## src/rtl/pipe_skid_stage.sv

```systemverilog
// rtl/pipe_skid_stage.sv - pipeline stage register with valid/ready, optional skid entry, flush and stall counter
module pipe_skid_stage #(
    parameter int DATA_W   = 138,
    parameter int CTRL_W   = 12,
    parameter int SKID     = 1,
    parameter int CLR_DATA = 1,
    parameter int CNT_W    = 16
) (
    input  logic              CLK,
    input  logic              reset,
    input  logic              CLR_sync,
    input  logic              in_valid,
    output logic              in_ready,
    input  logic [DATA_W-1:0] in_data,
    input  logic [CTRL_W-1:0] in_ctrl,
    output logic              out_valid,
    input  logic              out_ready,
    output logic [DATA_W-1:0] out_data,
    output logic [CTRL_W-1:0] out_ctrl,
    output logic [CNT_W-1:0]  stall_cnt
);

    // State bits are {main_v, skid_v}; FULL is only reachable when SKID=1.
    typedef enum logic [1:0] {
        EMPTY = 2'b00,
        ONE   = 2'b10,
        FULL  = 2'b11
    } state_t;

    state_t            state;
    state_t            state_nxt;
    logic [DATA_W-1:0] main_data;
    logic [DATA_W-1:0] main_data_nxt;
    logic [CTRL_W-1:0] main_ctrl;
    logic [CTRL_W-1:0] main_ctrl_nxt;
    logic [DATA_W-1:0] skid_data;
    logic [DATA_W-1:0] skid_data_nxt;
    logic [CTRL_W-1:0] skid_ctrl;
    logic [CTRL_W-1:0] skid_ctrl_nxt;
    logic              main_v;
    logic              skid_v;
    logic              in_fire;
    logic              out_fire;

    assign main_v   = state[1];
    assign skid_v   = state[0];

    // With a skid entry in_ready depends only on registered state; without one
    // the stage can accept whenever its single slot is empty or draining.
    assign in_ready = (SKID != 0) ? !skid_v : (!main_v || out_ready);

    assign in_fire   = in_valid && in_ready;
    assign out_fire  = main_v && out_ready;

    assign out_valid = main_v;
    assign out_data  = main_data;
    assign out_ctrl  = main_v ? main_ctrl : '0;

    // Next-state and payload movement; flush discards contents and any concurrent input.
    always_comb begin
        state_nxt     = state;
        main_data_nxt = main_data;
        main_ctrl_nxt = main_ctrl;
        skid_data_nxt = skid_data;
        skid_ctrl_nxt = skid_ctrl;
        if (CLR_sync) begin
            state_nxt     = EMPTY;
            main_ctrl_nxt = '0;
            skid_ctrl_nxt = '0;
            if (CLR_DATA != 0) begin
                main_data_nxt = '0;
                skid_data_nxt = '0;
            end
        end else begin
            case (state)
                EMPTY: begin
                    if (in_fire) begin
                        main_data_nxt = in_data;
                        main_ctrl_nxt = in_ctrl;
                        state_nxt     = ONE;
                    end
                end
                ONE: begin
                    if (in_fire && out_fire) begin
                        main_data_nxt = in_data;
                        main_ctrl_nxt = in_ctrl;
                    end else if (in_fire && (SKID != 0)) begin
                        skid_data_nxt = in_data;
                        skid_ctrl_nxt = in_ctrl;
                        state_nxt     = FULL;
                    end else if (out_fire) begin
                        state_nxt = EMPTY;
                    end
                end
                FULL: begin
                    if (out_fire) begin
                        main_data_nxt = skid_data;
                        main_ctrl_nxt = skid_ctrl;
                        state_nxt     = ONE;
                    end
                end
                default: begin
                    state_nxt = EMPTY;
                end
            endcase
        end
    end

    // State and payload registers; reset clears everything and overrides flush.
    always_ff @(posedge CLK) begin
        if (!reset) begin
            state     <= EMPTY;
            main_data <= '0;
            main_ctrl <= '0;
            skid_data <= '0;
            skid_ctrl <= '0;
        end else begin
            state     <= state_nxt;
            main_data <= main_data_nxt;
            main_ctrl <= main_ctrl_nxt;
            skid_data <= skid_data_nxt;
            skid_ctrl <= skid_ctrl_nxt;
        end
    end

    // Saturating count of edges where a valid output was held back; flush leaves it alone.
    always_ff @(posedge CLK) begin
        if (!reset) begin
            stall_cnt <= '0;
        end else if (main_v && !out_ready && (stall_cnt != {CNT_W{1'b1}})) begin
            stall_cnt <= stall_cnt + CNT_W'(1);
        end
    end

endmodule

```

## config.mk

```make
export PLATFORM = sky130hd
export DESIGN_NAME = pipe_skid_stage
export DESIGN_NICKNAME = d
export VERILOG_FILES = /design/src/rtl/pipe_skid_stage.sv
export SDC_FILE = /design/constraint.sdc
export NUM_CORES = 1
export LEC_CHECK = 0
export ABC_AREA = 1
export CAP_MARGIN = 15
export CORE_MARGIN = 2
export CORE_UTILIZATION = 57
export CTS_BUF_LIST = sky130_fd_sc_hd__clkbuf_8
export CTS_CLUSTER_DIAMETER = 40
export DETAILED_ROUTE_END_ITERATION = 12
export GPL_TIMING_DRIVEN = 0
export PLACE_DENSITY = 0.95
export SLEW_MARGIN = 5
export SYNTH_ARGS = -nofsm -noshare
export SYNTH_HDL_FRONTEND = slang
export SYNTH_SLANG_ARGS = --single-unit
```

## constraint.sdc

```tcl
create_clock -name CLK -period 4.24 [get_ports CLK]
set_input_delay 0.636 -clock CLK [delete_from_list [all_inputs] [get_ports CLK]]
set_output_delay 0.636 -clock CLK [all_outputs]
set_load 0.01 [all_outputs]
```

==> results of run 1 <==
## cell families after synthesis
family,share of synthesized area [%]
DFF,44.0
and+or+nand+nor,17.2
buffers and inverters,11.4
muxes,10.4
AOI/OAI and AO/OA,16.5
adders and majority gates,0.519
## power by group through the flow
stage,logic (mW),clock network [mW],registers (mW)
3_5_place_dp,1.70,0,3.31
3_3_place_gp,1.63,0,3.30
6_report,1.75,2.79,3.25
4_1_cts,1.73,2.80,3.25
2_1_floorplan,0.980,0,3.34
5_1_grt,1.89,2.94,3.26
## routing by layer
metal / global-route usage (%) / wire [microns] / vias to the layer above
met5: 0 / 0 / -
met4: 21.4 / 3100 / 0
met3: 6.42 / 3470 / 214
met2: 54.9 / 21300 / 724
met1: 38.1 / 17500 / 6856
li1: - / - / 6933
## worst reg2reg max path, stage by stage, from the launching register on
cell and delay [ps]:
dfxtp_1 710, ha_1 250, buf_2 190, buf_4 260
buf_2 340, mux2i_1 320, nand3_1 130, nand2_1 80
nor2_1 40
## state kept, by name, summed over array words and instances, names as in the netlist
name and cells:
skid_ctrl 12, stall_cnt 16, state 2, out_data 138
main_ctrl 12, skid_data 138
## cells in the final DEF (no fill, tap or decap)
master	instances
a21oi_1	289
a21oi_2	20
and2_1	2
buf_1	9
buf_12	2
buf_2	90
buf_4	22
buf_6	7
buf_8	8
bufinv_16	3
clkbuf_1	15
clkbuf_2	1
clkbuf_8	64
clkdlybuf4s50_1	321
clkinv_2	11
dfxtp_1	318
ha_1	6
inv_1	201
inv_2	3
inv_8	1
mux2i_1	150
nand2_1	218
nand2_2	1
nand3_1	169
nand3_2	1
nand4_1	4
nor2_1	198
nor2_2	1
nor3_1	3
nor4_1	1
o21ai_0	152
o21ai_2	1
## worst max-delay path by stage
stage / startpoint / endpoint / slack [ps]
final: state[1] / out_ctrl[9] / 1100
after global routing: state[1] / out_ctrl[9] / 990
after CTS: state[1] / out_ctrl[9] / 1130
after detailed placement: out_ready / skid_data[71] / 1660
after global placement: out_ready / skid_data[93] / 1700
after floorplan: state[1] / out_data[43] / 2440
## layout make-up
type	count	area share (%)
Multi-Input combinational cell	1216	33.6
Sequential cell	318	33.2
Timing Repair Buffer	321	16.7
Buffer	154	4.95
Clock buffer	64	4.59
Inverter	188	3.68
Tap cell	330	2.15
Clock inverter	31	1.13
## metrics by stage
stage / cells / hold slack (ps) / area [sq um] / power [mW]
global route: 2622 / 392 / 19200 / 8.09
global placement: 2527 / 429 / 18100 / 4.93
detailed placement: 2527 / 434 / 18100 / 5.00
finish: 2622 / 387 / 19200 / 7.79
floorplan: 1876 / 423 / 14500 / 4.32
CTS: 2622 / 353 / 19200 / 7.78
==> metrics.md, run 1 <==
| Metric | Value |
|---|---|
| DR pass1 iterations | 7 |
| Crit path max-delay family | buffers and inverters |
| Clock share of power | between 30% and 40% |
| Crit-path cells | clkbuf_1, nand2_1, inv_1, clkdlybuf4s50_1 |
| Die W | roughly 160 microns |
| Synthesized net count | 2037 |
| Initial core utilization | 57.8% |
| Num CTS Buffers | 52 |
| WP depth | 4 |
| Syn-to-layout area delta | 32.6% |
| Antenna Nets Post-Route | 0 |
| Layout Nets | 2412 |
| Clock slew at reported path FFs | 60 ps |
| Worst-case hold path end point | stall_cnt[3] |
| DIE AREA | 0.0267 sq mm |
| Combinational share of power | 22.4% |
| CTS tree | done |
| Flop-to-flop setup slack | approximately 1800 ps |
| Slew @ Worst Pin | ~770 ps |
| Proportion of layout cells with a drive suffix above 1 | 10.3% |
| Post-CTS setup buffers | 0 |
| Via count | 14.7k |
| Setup tns final | 0 ps |
| Final period util | between 70 and 80% |
| Tmin final | 3140 ps |
| CP max FO | 10 |
| Sequential power share | 41.7% |
| Post-synth top cells | dfxtp_1 (318), a21oi_1 (289), nand2_1 (218) |
| Post-synth top area cell | dfxtp_1 |
| Reg2reg start | state[1] |
| Multi-input gate area | 0.00646 sq mm |
| Relative slew slack | 48.5% |
| Sequential area share after synthesis | 44.0% |
| Area share of the largest cell type after synthesis | 44.0% |
| GR Overflow Total | 0 |
| Max incr delay on CP | ~710 ps |
| Sw Ratio | 29.5% |
| Max-slew violations | 0 |
| Setup CP Type | reg2out |
| Final HPWL DP | around 31 mm |
| Crit path DAT | 2510 ps |
| DRC Markers | 0 |
| CP Data Required Time | 3600 ps |
| Antenna violations before repair | 0 |
| Pwr Density | 406 mW/mm^2 |
| Input/output buffers | 321 |
| Standard-cell rows | 58 |
| Largest net degree at the start of global routing | 14 |
| #FFs+latches synth | 318 |
| CTS Root Cell | clkbuf_8 |
| # H-tree levels | 2 |
| Core ar. | 0.0250 sq mm |
| Fmax | between 0.3 and 0.4 GHz |
| Starting DRT DRC Count | 1241 |
| Worst flop-to-flop path endpoint | out_data[56] |
| Synth Flop Type | dfxtp_1 |
| Buf/Inv on CP | 3 |
| Startpoint type of the worst setup path | flip-flop |
| Boundary Pins | roughly 320 |
| Min-delay src | reset |
| Sink Count | 318 |
| Total wire length | 45.4 mm |
| Final Hold Viols | 0 |
| Area contributors post-synth | dfxtp_1 (44%), mux2i_1 (10%), a21oi_1 (10%) |
| Max capacitance violation total | 0 |
| Hold path depth | 3 |
| Peak supply drop | 268 uV |
| Synth cell types | 27 |
| Worst Setup Slack, final | 1100 ps |
| Worst-Skew Late Latency | 580 ps |
| Gpl congestion | ~0.9 |
| Post-Syn Area | 0.0145 sq mm |
| Vias per cell | 5.62 |
| Cells after synthesis | 1876 |
| Status | finished clean |
| CTS Hold Bufs | 0 |
| Syn Area/Cell | ~7.7 sq um |
| Utilization after layout | 76.7% |
| Setup violators final | 0 |
| Internal power | 5.50 mW |
| EDFF count, synth | 0 |
| NetSw | 2.30 mW |
| Vias in the first global route | 14.5k |
| Top-count cell post-synth | dfxtp_1 |
| Post-CTS sizing | 0 |
| First-pass GRT wire length | 70.7 mm |
| Worst min path class | in2reg |
| Lkg Pwr | 7.13 nW |
| Die extent in y | ~160 microns |
| GRT Total Usage | 32.7% |
| Synth async-reset ratio | 0% |
| Fillers | 1603 |
| Wire per inst | 17.3 microns |
| Crit. End Element | output port |
| RSZ-0062 raised after global routing | no |
| Register area | 0.00637 sq mm |
| Pre-CTS setup slack | 1660 ps |
| Synth warn | 0 |
| Worst R2R Path Depth | 8 |
| Max stage delay cell, worst path | dfxtp_1 |
| Clk buf depth | 3 |
| Ant. Diodes | 0 |
| Max Clock Skew | about 30 ps |
(Power assumes the default switching activity.)
==> run 2: changes to the inputs <==
CORE_UTILIZATION = 52   (was 57)
PLACE_DENSITY = 0.93   (was 0.95)
clock period = 3.2 ns   (was 4.24 ns; I/O delays follow)
==> run 2 against run 1 <==
Worst hold slack worse by 170 ps. Clock skew is 4.6 ps higher. Worst setup slack worse by 840 ps. Routed wire length is 1.8% lower. Core utilization is 6.9 points lower. Sequential cell count stayed put. Register-to-register slack worse by 1100 ps. First-iteration DRC count is 7.3% lower. Clock power is 34% higher. Sequential power is 33% higher. Final cell count is 1.7% higher. Count of clock-buffer cells in the layout is 3 higher. Critical path type unchanged. Highest routed layer unchanged.
==> metrics.md, run 2 (same netlist as run 1, synthesis figures left out) <==
| Metric | Value |
|---|---|
| DR pass1 iterations | 5 (-2) |
| Post-CTS sizing | 0 (unchanged) |
| Max Clock Skew | 34.5 ps (+4.55 ps) |
| Setup CP Type | reg2out |
| Placed cell count | 2575 (+1.9%) |
| Worst Setup Slack, final | 260 ps (-838 ps) |
| GR Overflow Total | 0 (unchanged) |
| CP Data Required Time | 2720 ps (-880 ps) |
| Input/output buffers | 321 (unchanged) |
| Vias in the first global route | 14.1k (-2.3%) |
| Max capacitance violation total | 0 (unchanged) |
| Crit. End Element | output port |
| Setup violators final | 0 (unchanged) |
| Status | finished clean |
| Pre-CTS setup slack | 746 ps (-911 ps) |
| Crit-path cells | clkbuf_1, nand2_1, inv_1, clkdlybuf4s50_1 |
| Relative slew slack | 48.0% (-0.49 points) |
| Initial core utilization | 52.4% (-5.4 points) |
| Buf/Inv on CP | 3 (unchanged) |
| Slew @ Worst Pin | 780 ps (+7.40 ps) |
| Boundary Pins | 323 (unchanged) |
| Clock slew at reported path FFs | 60 ps (about the same) |
| Lkg Pwr | 7.11 nW (-0.30%) |
| Clk buf depth | 3 (unchanged) |
| Largest net degree at the start of global routing | 15 (+1) |
| Sink Count | 318 (unchanged) |
| Layout Nets | 2413 (+0.041%) |
| Syn-to-layout area delta | 33.2% |
| Setup tns final | 0 ps (unchanged) |
| Gpl congestion | 0.911 (+0.52%) |
| Crit path DAT | 2460 ps (-50 ps) |
| Peak supply drop | 319 uV (+19%) |
| DRC Markers | 0 (unchanged) |
| RSZ-0062 raised after global routing | no |
| Wire per inst | 16.7 microns (-3.5%) |
| Post-Layout Cell Count | 2667 (+1.7%) |
| Pwr Density | 537 mW/mm^2 (+32%) |
| Die extent in y | 171 microns (+4.6%) |
| Most common cell after layout, fill and taps aside | clkdlybuf4s50_1 |
| Antenna Nets Post-Route | 0 (unchanged) |
| CP max FO | 10 (unchanged) |
| Fillers | 2035 (+27%) |
| Vias per cell | 5.48 (-2.5%) |
| Total wire length | 44.5 mm (-1.8%) |
| Num CTS Buffers | 53 (+1.9%) |
| Core ar. | 0.0276 sq mm (+10%) |
| Tmin final | about 2900 ps |
| Dpl cell area | 0.0182 sq mm (+0.33%) |
| Final period util | 91.9% |
| Antenna violations before repair | 3 (+3) |
| Final instance area | 0.0193 sq mm (+0.41%) |
| CTS Root Cell | clkbuf_8 |
| Proportion of layout cells with a drive suffix above 1 | 10.2% (-0.065 points) |
| Crit path max-delay family | buffers and inverters |
| Post-CTS setup buffers | 0 (unchanged) |
| Standard-cell rows | 61 (+5.2%) |
| Startpoint type of the worst setup path | flip-flop |
| Final HPWL DP | 31.4 mm (-0.12%) |
| # H-tree levels | 2 (unchanged) |
| Starting DRT DRC Count | 1150 (-7.3%) |
| Die W | 171 microns (+4.6%) |
| Max stage delay cell, worst path | dfxtp_1 |
| Tot Pwr | 10.4 mW (+33%) |
| Worst min path class | in2reg |
| First-pass GRT wire length | 69.5 mm (-1.6%) |
| Max-slew violations | 0 (unchanged) |
| Register area | 0.00637 sq mm (unchanged) |
| CTS tree | done |
| Multi-input gate area | 0.00646 sq mm (unchanged) |
| Worst hold slack | 216 ps (-171 ps) |
| Max incr delay on CP | 730 ps (+20 ps) |
| Most frequent cells in the layout | clkdlybuf4s50_1 (321), dfxtp_1 (318), a21oi_1 (289) |
| Via count | 14.6k (-0.79%) |
| CTS Hold Bufs | 0 (unchanged) |
| Worst-Skew Late Latency | 590 ps (about the same) |
| DIE AREA | 0.0292 sq mm (+9.4%) |
| Final Hold Viols | 0 (unchanged) |
| Fmax | 0.340 GHz |
| Utilization after layout | 69.8% (-6.9 points) |
| GRT Total Usage | 29.4% (-3.4 points) |
[run 2: tightest hold or removal path: stages]
cell and delay [ps]:
buf_2 150, nand2_1 70, nor2_1 30
[run 2: final timing paths]
| path | end | cells after the start | slack, ps | startpoint |
|---|---|---|---|---|
| worst max-delay path | out_ctrl[8] | 4 | 260 | state[1] |
| worst min-delay path | stall_cnt[15] | 3 | 220 | reset |
| worst max register to register | out_data[26] | 8 | 730 | state[1] |
| worst min register to register | skid_data[59] | 2 | 440 | skid_data[59] |
[run 2: routing by layer]
metal  GRT usage (%)  vias to the layer above  wire, microns
met5               0                        -              0
met4            18.1                        0           2850
met3            6.64                      199           3340
met2            49.1                      729          21000
met1            34.3                     6742          17300
li1                -                     6941              -
[run 2: layout make-up]
| type | count | share of cell area, % |
|---|---|---|
| Multi-Input combinational cell | 1216 | 33.5 |
| Buffer | 154 | 4.93 |
| Tap cell | 378 | 2.45 |
| Sequential cell | 318 | 33.0 |
| Inverter | 188 | 3.66 |
| Clock buffer | 67 | 4.78 |
| Clock inverter | 23 | 0.980 |
| Antenna cell | 2 | 0.0260 |
| Timing Repair Buffer | 321 | 16.7 |
[run 2: where the power goes]
part | switching, mW | internal (mW) | total, mW
combinational | 1.24 | 1.05 | 2.29
sequential | 0.133 | 4.17 | 4.31
clock | 1.64 | 2.11 | 3.75
==> run 3: changes to the inputs <==
CORE_UTILIZATION = 50   (was 52)
CTS_CLUSTER_DIAMETER = not set   (was 40)
PLACE_DENSITY = 0.9   (was 0.93)
==> run 3 against run 2 <==
Power down 2.0%. Via count is 1.5% lower. Maximum frequency is 4.8% higher. Combinational power hardly changed. Sequential share of layout area grew 0.10 points. Highest routed layer unchanged.
==> metrics.md, run 3 (same netlist as run 1, synthesis figures left out) <==
| Metric | Value |
|---|---|
| DIE AREA | 0.0303 sq mm (+3.9%) |
| Post-CTS sizing | 0 (unchanged) |
| Wire per inst | 16.5 microns (-1.4%) |
| Tot Pwr | 10.1 mW (-2.0%) |
| Pwr Density | 528 mW/mm^2 (-1.7%) |
| Total wire length | 44.1 mm (-1.1%) |
| Post-Layout Cell Count | 2675 (+0.30%) |
| Most frequent cells in the layout | clkdlybuf4s50_1 (321), dfxtp_1 (318), a21oi_1 (289) |
| Pre-CTS setup slack | 762 ps (+15.7 ps) |
| Proportion of layout cells with a drive suffix above 1 | 10.2% (-0.018 points) |
| # H-tree levels | 2 (unchanged) |
| Num CTS Buffers | 51 (-3.8%) |
| Setup tns final | 0 ps (unchanged) |
| Worst Setup Slack, final | 394 ps (+135 ps) |
| Slew @ Worst Pin | 676 ps (-105 ps) |
| Antenna violations before repair | 1 (-2) |
| Max Clock Skew | 26.8 ps (-7.74 ps) |
| Final period util | 87.7% (-4.2 points) |
| Setup CP Type | reg2out |
| Tmin final | 2810 ps (-135 ps) |
| CTS Hold Bufs | 0 (unchanged) |
| Placed cell count | 2581 (+0.23%) |
| Max incr delay on CP | 690 ps (-40 ps) |
| Standard-cell rows | 62 (+1.6%) |
| Ant. Diodes | 0 (-2) |
| Final Hold Viols | 0 (unchanged) |
| CP Data Required Time | 2720 ps (about the same) |
| Clk buf depth | 3 (unchanged) |
| Gpl congestion | 0.905 (-0.63%) |
| DRC Markers | 0 (unchanged) |
| Max capacitance violation total | 0 (unchanged) |
| Via count | 14.4k (-1.5%) |
| Largest net degree at the start of global routing | 14 (-1) |
| Boundary Pins | 323 (unchanged) |
| Crit-path cells | clkbuf_1, nand2_1, inv_1, clkdlybuf4s50_1 |
| Syn-to-layout area delta | 32.8% |
| Status | finished clean |
| Max-slew violations | 0 (unchanged) |
| GR Overflow Total | 0 (unchanged) |
| RSZ-0062 raised after global routing | no |
| Antenna Nets Post-Route | 0 (unchanged) |
| Max stage delay cell, worst path | dfxtp_1 |
| Starting DRT DRC Count | 1028 (-11%) |
| Layout Nets | 2411 (-0.083%) |
| Vias in the first global route | 14.0k (-1.2%) |
| Initial core utilization | 50.6% (-1.8 points) |
| Vias per cell | 5.38 (-1.8%) |
| Crit path DAT | 2330 ps (-130 ps) |
| Core ar. | 0.0286 sq mm (+3.6%) |
| Startpoint type of the worst setup path | flip-flop |
| Post-CTS setup buffers | 0 (unchanged) |
| Fillers | 2188 (+7.5%) |
| Lkg Pwr | 7.11 nW (about the same) |
| CP max FO | 10 (unchanged) |
| Worst min path class | in2reg |
| CTS tree | done |
| Relative slew slack | 54.9% (+7.0 points) |
| First-pass GRT wire length | 69.6 mm (about the same) |
| GRT Total Usage | 27.9% (-1.5 points) |
| Die extent in y | 174 microns (+1.9%) |
| DR pass1 iterations | 5 (unchanged) |
| Crit. End Element | output port |
| Sink Count | 318 (unchanged) |
| Most common cell after layout, fill and taps aside | clkdlybuf4s50_1 |
| Input/output buffers | 321 (unchanged) |
| Die W | 174 microns (+1.9%) |
| Final HPWL DP | 31.4 mm (-0.10%) |
| Fmax | 0.356 GHz (+4.8%) |
| Setup violators final | 0 (unchanged) |
| Worst hold slack | 233 ps (+17.0 ps) |
| Worst-Skew Late Latency | 570 ps (-20 ps) |
| Clock slew at reported path FFs | 60 ps (about the same) |
| CTS Root Cell | clkbuf_8 |
| Peak supply drop | 367 uV (+15%) |
==> run 3: cell count changes in the layout (fill, tap and decap cells not counted) <==
cell / before / now
clkinvlp_4: 2 / 0
inv_1: 198 / 202
clkinv_4: 1 / 0
bufinv_16: 3 / 1
clkinv_2: 3 / 10
clkbuf_8: 67 / 65
diode_2: 2 / 0
==> run 3: cell type report <==
class	count	area (sq um)	area share, %
Clock inverter	29	155	0.807
Multi-Input combinational cell	1216	6460	33.6
Timing Repair Buffer	321	3210	16.7
Buffer	154	950	4.94
Sequential cell	318	6370	33.1
Inverter	188	706	3.67
Tap cell	384	480	2.50
Clock buffer	65	895	4.65
==> run 3: critical path: cells and delay by family (launching register included) <==
| family | cells | cell delay (ps) |
|---|---|---|
| AND/OR/NAND/NOR | 1 | 100 |
| buffers and inverters | 3 | 970 |
| flip-flops | 1 | 690 |
==> run 3: through the flow <==
step | utilization, % | cell area, sq um
2_1_floorplan | - | 14500
3_3_place_gp | 63.5 | 18200
3_5_place_dp | 63.5 | 18200
4_1_cts | 67.1 | 19200
5_1_grt | 67.1 | 19200
6_report | 67.1 | 19200
==> run 3: power by group <==
part           switching [mW]  leakage (nW)  total (mW)  internal (mW)
Sequential              0.132          2.58        4.30           4.17
Clock                    1.64         0.617        3.55           1.91
Combinational            1.24          3.91        2.29           1.05
Total                    3.01          7.11        10.1           7.14
==> run 3: metal layers <==
metal  global-route usage, %  vias to the layer above  part of all wire, %
met5                       0                        -                    0
li1                        -                     6925                    -
met3                    5.64                      165                  7.1
met4                    13.8                        0                  5.0
met2                    47.5                      590                   47
met1                    33.6                     6715                   40
==> run 3: path summary, 6_finish.rpt <==
check | start | to | slack [ps] | depth (start not counted)
worst max-delay path | state[1] | out_ctrl[8] | 390 | 4
worst min-delay path | reset | stall_cnt[15] | 230 | 3
worst max register to register | state[1] | out_data[9] | 810 | 8
worst min register to register | skid_data[59] | skid_data[59] | 440 | 2
